File: src/rtl/feedback_loop_multi_if.sv
// Sample/result bundle for the multi-channel feedback loop.
// The master drives samples and observes results; the slave is the loop itself.
interface feedback_loop_multi_if #(
  parameter int DATA_W = 8,
  parameter int CHAN_W = 2
);
  logic                     in_valid;
  logic [CHAN_W-1:0]        in_chan;
  logic signed [DATA_W-1:0] in_data;
  logic                     leak_en;
  logic                     clear;
  logic                     out_valid;
  logic [CHAN_W-1:0]        out_chan;
  logic signed [DATA_W-1:0] out_data;
  logic                     out_sat;

  modport master (
    output in_valid, in_chan, in_data, leak_en, clear,
    input  out_valid, out_chan, out_data, out_sat
  );

  modport slave (
    input  in_valid, in_chan, in_data, leak_en, clear,
    output out_valid, out_chan, out_data, out_sat
  );
endinterface

File: src/rtl/feedback_loop_multi.sv
// Multi-channel saturating accumulate / leaky-integrate feedback loop.
// One signed state per channel, time-multiplexed over a single sample port;
// each accepted sample yields its saturated update one cycle later.
module feedback_loop_multi #(
  parameter int DATA_W     = 8,
  parameter int CHANNELS   = 4,
  parameter int CHAN_W     = 2,
  parameter int LEAK_SHIFT = 2
) (
  input  logic                  system1000,
  input  logic                  system1000_rstn,
  feedback_loop_multi_if.slave  bus
);

  // Two guard bits: |x| + |p| + |p>>>k| never exceeds 2^(DATA_W+1).
  localparam int SW = DATA_W + 2;
  localparam logic signed [SW-1:0] MAX_S = SW'((2 ** (DATA_W - 1)) - 1);
  localparam logic signed [SW-1:0] MIN_S = ~MAX_S;

  function automatic logic signed [DATA_W-1:0] sat_clip(input logic signed [SW-1:0] s);
    if (s > MAX_S)      return MAX_S[DATA_W-1:0];
    else if (s < MIN_S) return MIN_S[DATA_W-1:0];
    else                return s[DATA_W-1:0];
  endfunction

  function automatic logic sat_flag(input logic signed [SW-1:0] s);
    return (s > MAX_S) || (s < MIN_S);
  endfunction

  logic signed [DATA_W-1:0] y [CHANNELS];

  logic                     accept_p0;
  logic signed [DATA_W-1:0] y_sel_p0;
  logic signed [SW-1:0]     x_ext_p0;
  logic signed [SW-1:0]     p_ext_p0;
  logic signed [SW-1:0]     sum_p0;

  logic                     vld_p1;
  logic [CHAN_W-1:0]        chan_p1;
  logic signed [DATA_W-1:0] data_p1;
  logic                     sat_p1;

  // ---- stage p0: select channel state, form the wide update ----
  // Out-of-range channels match no state and are never accepted.
  always_comb begin
    y_sel_p0 = '0;
    for (int c = 0; c < CHANNELS; c++) begin
      if (bus.in_chan == CHAN_W'(c)) y_sel_p0 = y[c];
    end
    accept_p0 = bus.in_valid && ({1'b0, bus.in_chan} < (CHAN_W + 1)'(CHANNELS));
    x_ext_p0  = {{2{bus.in_data[DATA_W-1]}}, bus.in_data};
    p_ext_p0  = bus.clear ? '0 : {{2{y_sel_p0[DATA_W-1]}}, y_sel_p0};
    if (bus.leak_en) sum_p0 = x_ext_p0 + p_ext_p0 - (p_ext_p0 >>> LEAK_SHIFT);
    else             sum_p0 = x_ext_p0 + p_ext_p0;
  end

  // ---- stage p1: state write-back; the sample's write beats a same-cycle clear ----
  always_ff @(posedge system1000 or negedge system1000_rstn) begin
    if (!system1000_rstn) begin
      for (int c = 0; c < CHANNELS; c++) y[c] <= '0;
    end else begin
      for (int c = 0; c < CHANNELS; c++) begin
        if (accept_p0 && (bus.in_chan == CHAN_W'(c))) y[c] <= sat_clip(sum_p0);
        else if (bus.clear)                           y[c] <= '0;
      end
    end
  end

  // Result register: data/channel hold between pulses, sat only pulses with valid.
  always_ff @(posedge system1000 or negedge system1000_rstn) begin
    if (!system1000_rstn) begin
      vld_p1  <= 1'b0;
      sat_p1  <= 1'b0;
      chan_p1 <= '0;
      data_p1 <= '0;
    end else begin
      vld_p1 <= accept_p0;
      sat_p1 <= accept_p0 && sat_flag(sum_p0);
      if (accept_p0) begin
        chan_p1 <= bus.in_chan;
        data_p1 <= sat_clip(sum_p0);
      end
    end
  end

  assign bus.out_valid = vld_p1;
  assign bus.out_chan  = chan_p1;
  assign bus.out_data  = data_p1;
  assign bus.out_sat   = sat_p1;

endmodule

File: src/flat_wrapper.sv
// flat-port wrapper written by rule: the top's interface ports become plain ports
module feedback_loop_multi_flat 
#(
  parameter int DATA_W     = 8,
  parameter int CHANNELS   = 4,
  parameter int CHAN_W     = 2,
  parameter int LEAK_SHIFT = 2
)
  (system1000, system1000_rstn, bus_in_valid, bus_in_chan, bus_in_data, bus_leak_en, bus_clear, bus_out_valid, bus_out_chan, bus_out_data, bus_out_sat);
  feedback_loop_multi_if #(.DATA_W(DATA_W), .CHAN_W(CHAN_W)) bus_i ();
  input  logic system1000;
  input  logic system1000_rstn;
  input wire logic [$bits(bus_i.in_valid)-1:0] bus_in_valid;
  input wire logic [$bits(bus_i.in_chan)-1:0] bus_in_chan;
  input wire logic [$bits(bus_i.in_data)-1:0] bus_in_data;
  input wire logic [$bits(bus_i.leak_en)-1:0] bus_leak_en;
  input wire logic [$bits(bus_i.clear)-1:0] bus_clear;
  output wire logic [$bits(bus_i.out_valid)-1:0] bus_out_valid;
  output wire logic [$bits(bus_i.out_chan)-1:0] bus_out_chan;
  output wire logic [$bits(bus_i.out_data)-1:0] bus_out_data;
  output wire logic [$bits(bus_i.out_sat)-1:0] bus_out_sat;
  assign bus_i.in_valid = bus_in_valid;
  assign bus_i.in_chan = bus_in_chan;
  assign bus_i.in_data = bus_in_data;
  assign bus_i.leak_en = bus_leak_en;
  assign bus_i.clear = bus_clear;
  assign bus_out_valid = bus_i.out_valid;
  assign bus_out_chan = bus_i.out_chan;
  assign bus_out_data = bus_i.out_data;
  assign bus_out_sat = bus_i.out_sat;
  feedback_loop_multi #(.DATA_W(DATA_W), .CHANNELS(CHANNELS), .CHAN_W(CHAN_W), .LEAK_SHIFT(LEAK_SHIFT)) u_core (.system1000(system1000), .system1000_rstn(system1000_rstn), .bus(bus_i));
endmodule
File: config.mk
export PLATFORM = sky130hd
export DESIGN_NAME = feedback_loop_multi_flat
export DESIGN_NICKNAME = d
export VERILOG_FILES = /design/src/rtl/feedback_loop_multi_if.sv /design/src/rtl/feedback_loop_multi.sv /design/src/flat_wrapper.sv
export SDC_FILE = /design/constraint.sdc
export NUM_CORES = 1
export LEC_CHECK = 0
export BUFFER_PORTS_ARGS = -buffer_cell sky130_fd_sc_hd__buf_2
export CORE_UTILIZATION = 35
export DETAILED_ROUTE_END_ITERATION = 7
export PLACE_DENSITY = 0.55
export SLEW_MARGIN = 30
export SYNTH_ARGS = -nofsm -noshare
export SYNTH_HDL_FRONTEND = slang
export SYNTH_SLANG_ARGS = --single-unit
File: constraint.sdc
create_clock -name system1000 -period 5.3 [get_ports system1000]
set_input_delay 0.53 -clock system1000 [delete_from_list [all_inputs] [get_ports system1000]]
set_output_delay 0.53 -clock system1000 [all_outputs]
set_load 0.05 [all_outputs]
==> impl_metrics.ini <==
[detailed_routing]
drt_pass1_iterations = 4
drc = 0
finalWirelength_mm = 7.76
wl_met1_mm = 4.00
post_drt_wl_per_cell_um = 16.2
top_layer_used = met4
vias_per_cell = 5.52
dr_wl_met3_um = 205
antenna_left = 0
vias = 2637
drt_iter0_markers = 194
wl_met2_mm = 3.54

[setup_path]
path_buf_inv = 4
start_kind = primary input
end_kind = flop
path_cells = buf_2 > buf_4 > nor2b_1 > a211oi_1 > a211oi_1 > ha_1 > a21o_1 > maj3_1 > a31oi_1 > xor2_1 > inv_1 > ha_1 > o2111ai_1 > a31oi_1 > or4_1 > a211oi_2 > buf_4 > o311ai_0 > a22oi_2 > a21oi_1
worstPathArrival_ps = 5170
path_delay_family = compound AO/OA/AOI/OAI gates
worstSetupPathType = primary input to flop
slowest_delay_ps = 460
cp.required_ps = 5460
critPathMaxFanout = 23
crit_slowest_cell = or4_1

[cts]
cts_buffer_depth = 2
cts_made_buffers = 5
cts-root-buf = clkbuf_8
cts_sinks = 44
insertion_delay_ps = 290
cts_tree = yes
h-tree-depth = 2
clk_pin_slew_ps = 80
post-cts-setup-buffer-count = 0

[cells_and_area]
syn_to_final_growth_pct = 13.3
num_antenna_cells = 0
fillers = 870
layout-drive-gt1-share_pct = 18.5
fin_area_mm2 = 0.00351
nets = 404

[place]
place_ws_ps = -62.4
placement.io_buffers = 26
hpwl_mm = 5.77
placed_cell_area_mm2 = 0.00339
gp_congestion = 0.916

[global_route]
grt_max_degree = 45
grt_remaining_overflow = 0
grt_pass1_vias = 2467
antenna_found_initial = 0
grt_pass1_wl_mm = 12.6
grt.total_usage_pct = 17.9

[synthesis]
avgSynthCellArea_um2 = 9.06
seq_area_frac_synth_pct = 35.5
synth.distinct_cells = 60
synth_async_sr_flop_share_pct = 100
synth_top_area_share_pct = 35.5
netlist_area_mm2 = 0.00310
syn-num-nets = 374
synth_edf_count = 0
synthCells = 342
yosys_warnings = 0
yosysTopAreaCell = dfrtp_1
synth_area_leaders = dfrtp_1 36%, nand3_1 6.1%, ha_1 6.1%, o21ai_0 3.7%, mux2i_1 3.2%
synth_ff_type = dfrtp_1
ys_ff_latch = 44

[power_and_ir_drop]
leakage_uw = 0.00160
powerDensity_mw_per_mm2 = 454
vdd_drop_max_uv = 280

[die]
die_x_um = 96.1
fp.coreArea_mm2 = 0.00838
rows = 33
start_util_pct = 37.0
io_pins = 27
die_h_um = 96.1
die_area_mm2 = 0.00923

[timing]
rsz0062_at_grt = no
drv_slew = 0
final_hold_viol_count = 0
clock.fmax_mhz = 200
skew_ps = 3.55
finalCriticalPeriod_ps = 5010
whs_ps = 232
worst_slack_ps = 291
final.period_utilization_pct = 94.5
finalSetupViolCount = 0
max_slew_margin_pct = 52.3
tightestPinTransition_ps = 708

[status]
status = complete, no violations

[run]
maxCapViolCount = 0

[hold_path]
worst_hold_path_type = primary input to asynchronous set/reset pin
## state kept, by name, summed over array words and instances, names as in the netlist
signal and flops:
u_core.bus.out_valid 1, u_core.y 32, u_core.bus.out_chan 2, u_core.bus.out_sat 1, u_core.bus.out_data 8
## per-layer routing
layer  vias up  GRT usage [%]
met3         2           2.53
met5         -              0
li1       1328              -
met4         0           2.74
met1      1269           26.2
met2        38           28.4
## report_power, final
part	internal [µW]	total [µW]	switching [µW]
Combinational	312	876	564
Sequential	421	464	42.9
Clock	140	255	115
## kinds of logic (layout without fill, tap and decap cells)
kind of cell	after synthesis	count (layout)	share of synthesized area (%)
adders and majority gates	19	19	8.00
buffers and inverters	42	73	5.82
DFF	44	44	35.5
and+or+nand+nor	99	99	17.0
xor gates and xnor gates	13	13	3.92
muxes	15	15	5.78
AOI/OAI and AO/OA	110	110	23.9
## repair_timing
item,CTS,global route
gates resized for setup,0,3
hold buffers,0,0
setup endpoints to repair,0,34
## cells in the final DEF (no fill, tap or decap), types with 11 or more instances in the layout
cell and n:
a21oi_1 16, buf_2 25, buf_4 18, dfrtp_1 44
ha_1 15, inv_1 22, nand2_1 11, nand3_1 38
nor2_1 14, o21ai_0 22, o21ai_1 13
## metrics by stage
stage	total power (µW)	setup TNS (ps)	utilization [%]	std cells
global placement	1330	0	40.4	470
detailed placement	1330	-1080	40.5	470
floorplan	1090	0	-	342
CTS	1600	0	41.8	478
global route	1710	0	41.9	478
finish	1590	0	41.9	478
## final cells by class
| class | instances | area [µm²] | area share, % |
|---|---|---|---|
| Timing Repair Buffer | 43 | 260 | 7.42 |
| Inverter | 22 | 82.6 | 2.35 |
| Sequential cell | 44 | 1100 | 31.4 |
| Clock buffer | 6 | 72.6 | 2.07 |
| Tap cell | 105 | 131 | 3.74 |
| Multi-Input combinational cell | 256 | 1830 | 52.0 |
| Clock inverter | 2 | 35.0 | 0.998 |
## final timing paths
path | cells past startpoint | start | slack (ps) | end
setup reg to reg | 20 | u_core.y[0]$_DFFE_PN0P_ | 340 | u_core.bus.out_data[3]$_DFFE_PN0P_
max in group asynchronous | 1 | system1000_rstn | 4680 | u_core.y[28]$_DFFE_PN0P_
hold / removal | 1 | system1000_rstn | 230 | u_core.bus.out_data[0]$_DFFE_PN0P_
min in group system1000 | 2 | u_core.y[27]$_DFFE_PN0P_ | 500 | u_core.y[27]$_DFFE_PN0P_
hold reg to reg | 2 | u_core.y[27]$_DFFE_PN0P_ | 500 | u_core.y[27]$_DFFE_PN0P_
setup / recovery | 20 | bus_in_chan[0] | 290 | u_core.bus.out_data[3]$_DFFE_PN0P_
## synthesized netlist by cell type (2+ instances only)
cell and number:
buf_6 3, nand2_1 11, nor2_1 14, fa_1 2, and3_1 2, nand2b_1 2, buf_1 2, a31oi_1 4
and2_1 5, xor2_1 6, o22ai_2 2, mux4_2 2, inv_1 22, o21a_1 3, mux2i_1 10, o211ai_1 2
maj3_1 2, a21boi_0 3, nor2b_1 6, mux2_2 3, dfrtp_1 44, nand4_1 2, or3_1 2, xnor2_1 6
o2111ai_1 2, o21ai_1 12, o22ai_1 2, a211oi_1 10, nor3_1 5, a21o_1 8, a22oi_2 2, nand3b_1 3
o31ai_1 6, a22oi_1 4, ha_1 15, clkbuf_1 15, a21oi_1 16, nand3_1 38, o21ai_0 23
Power figures use the tool's default switching activity.
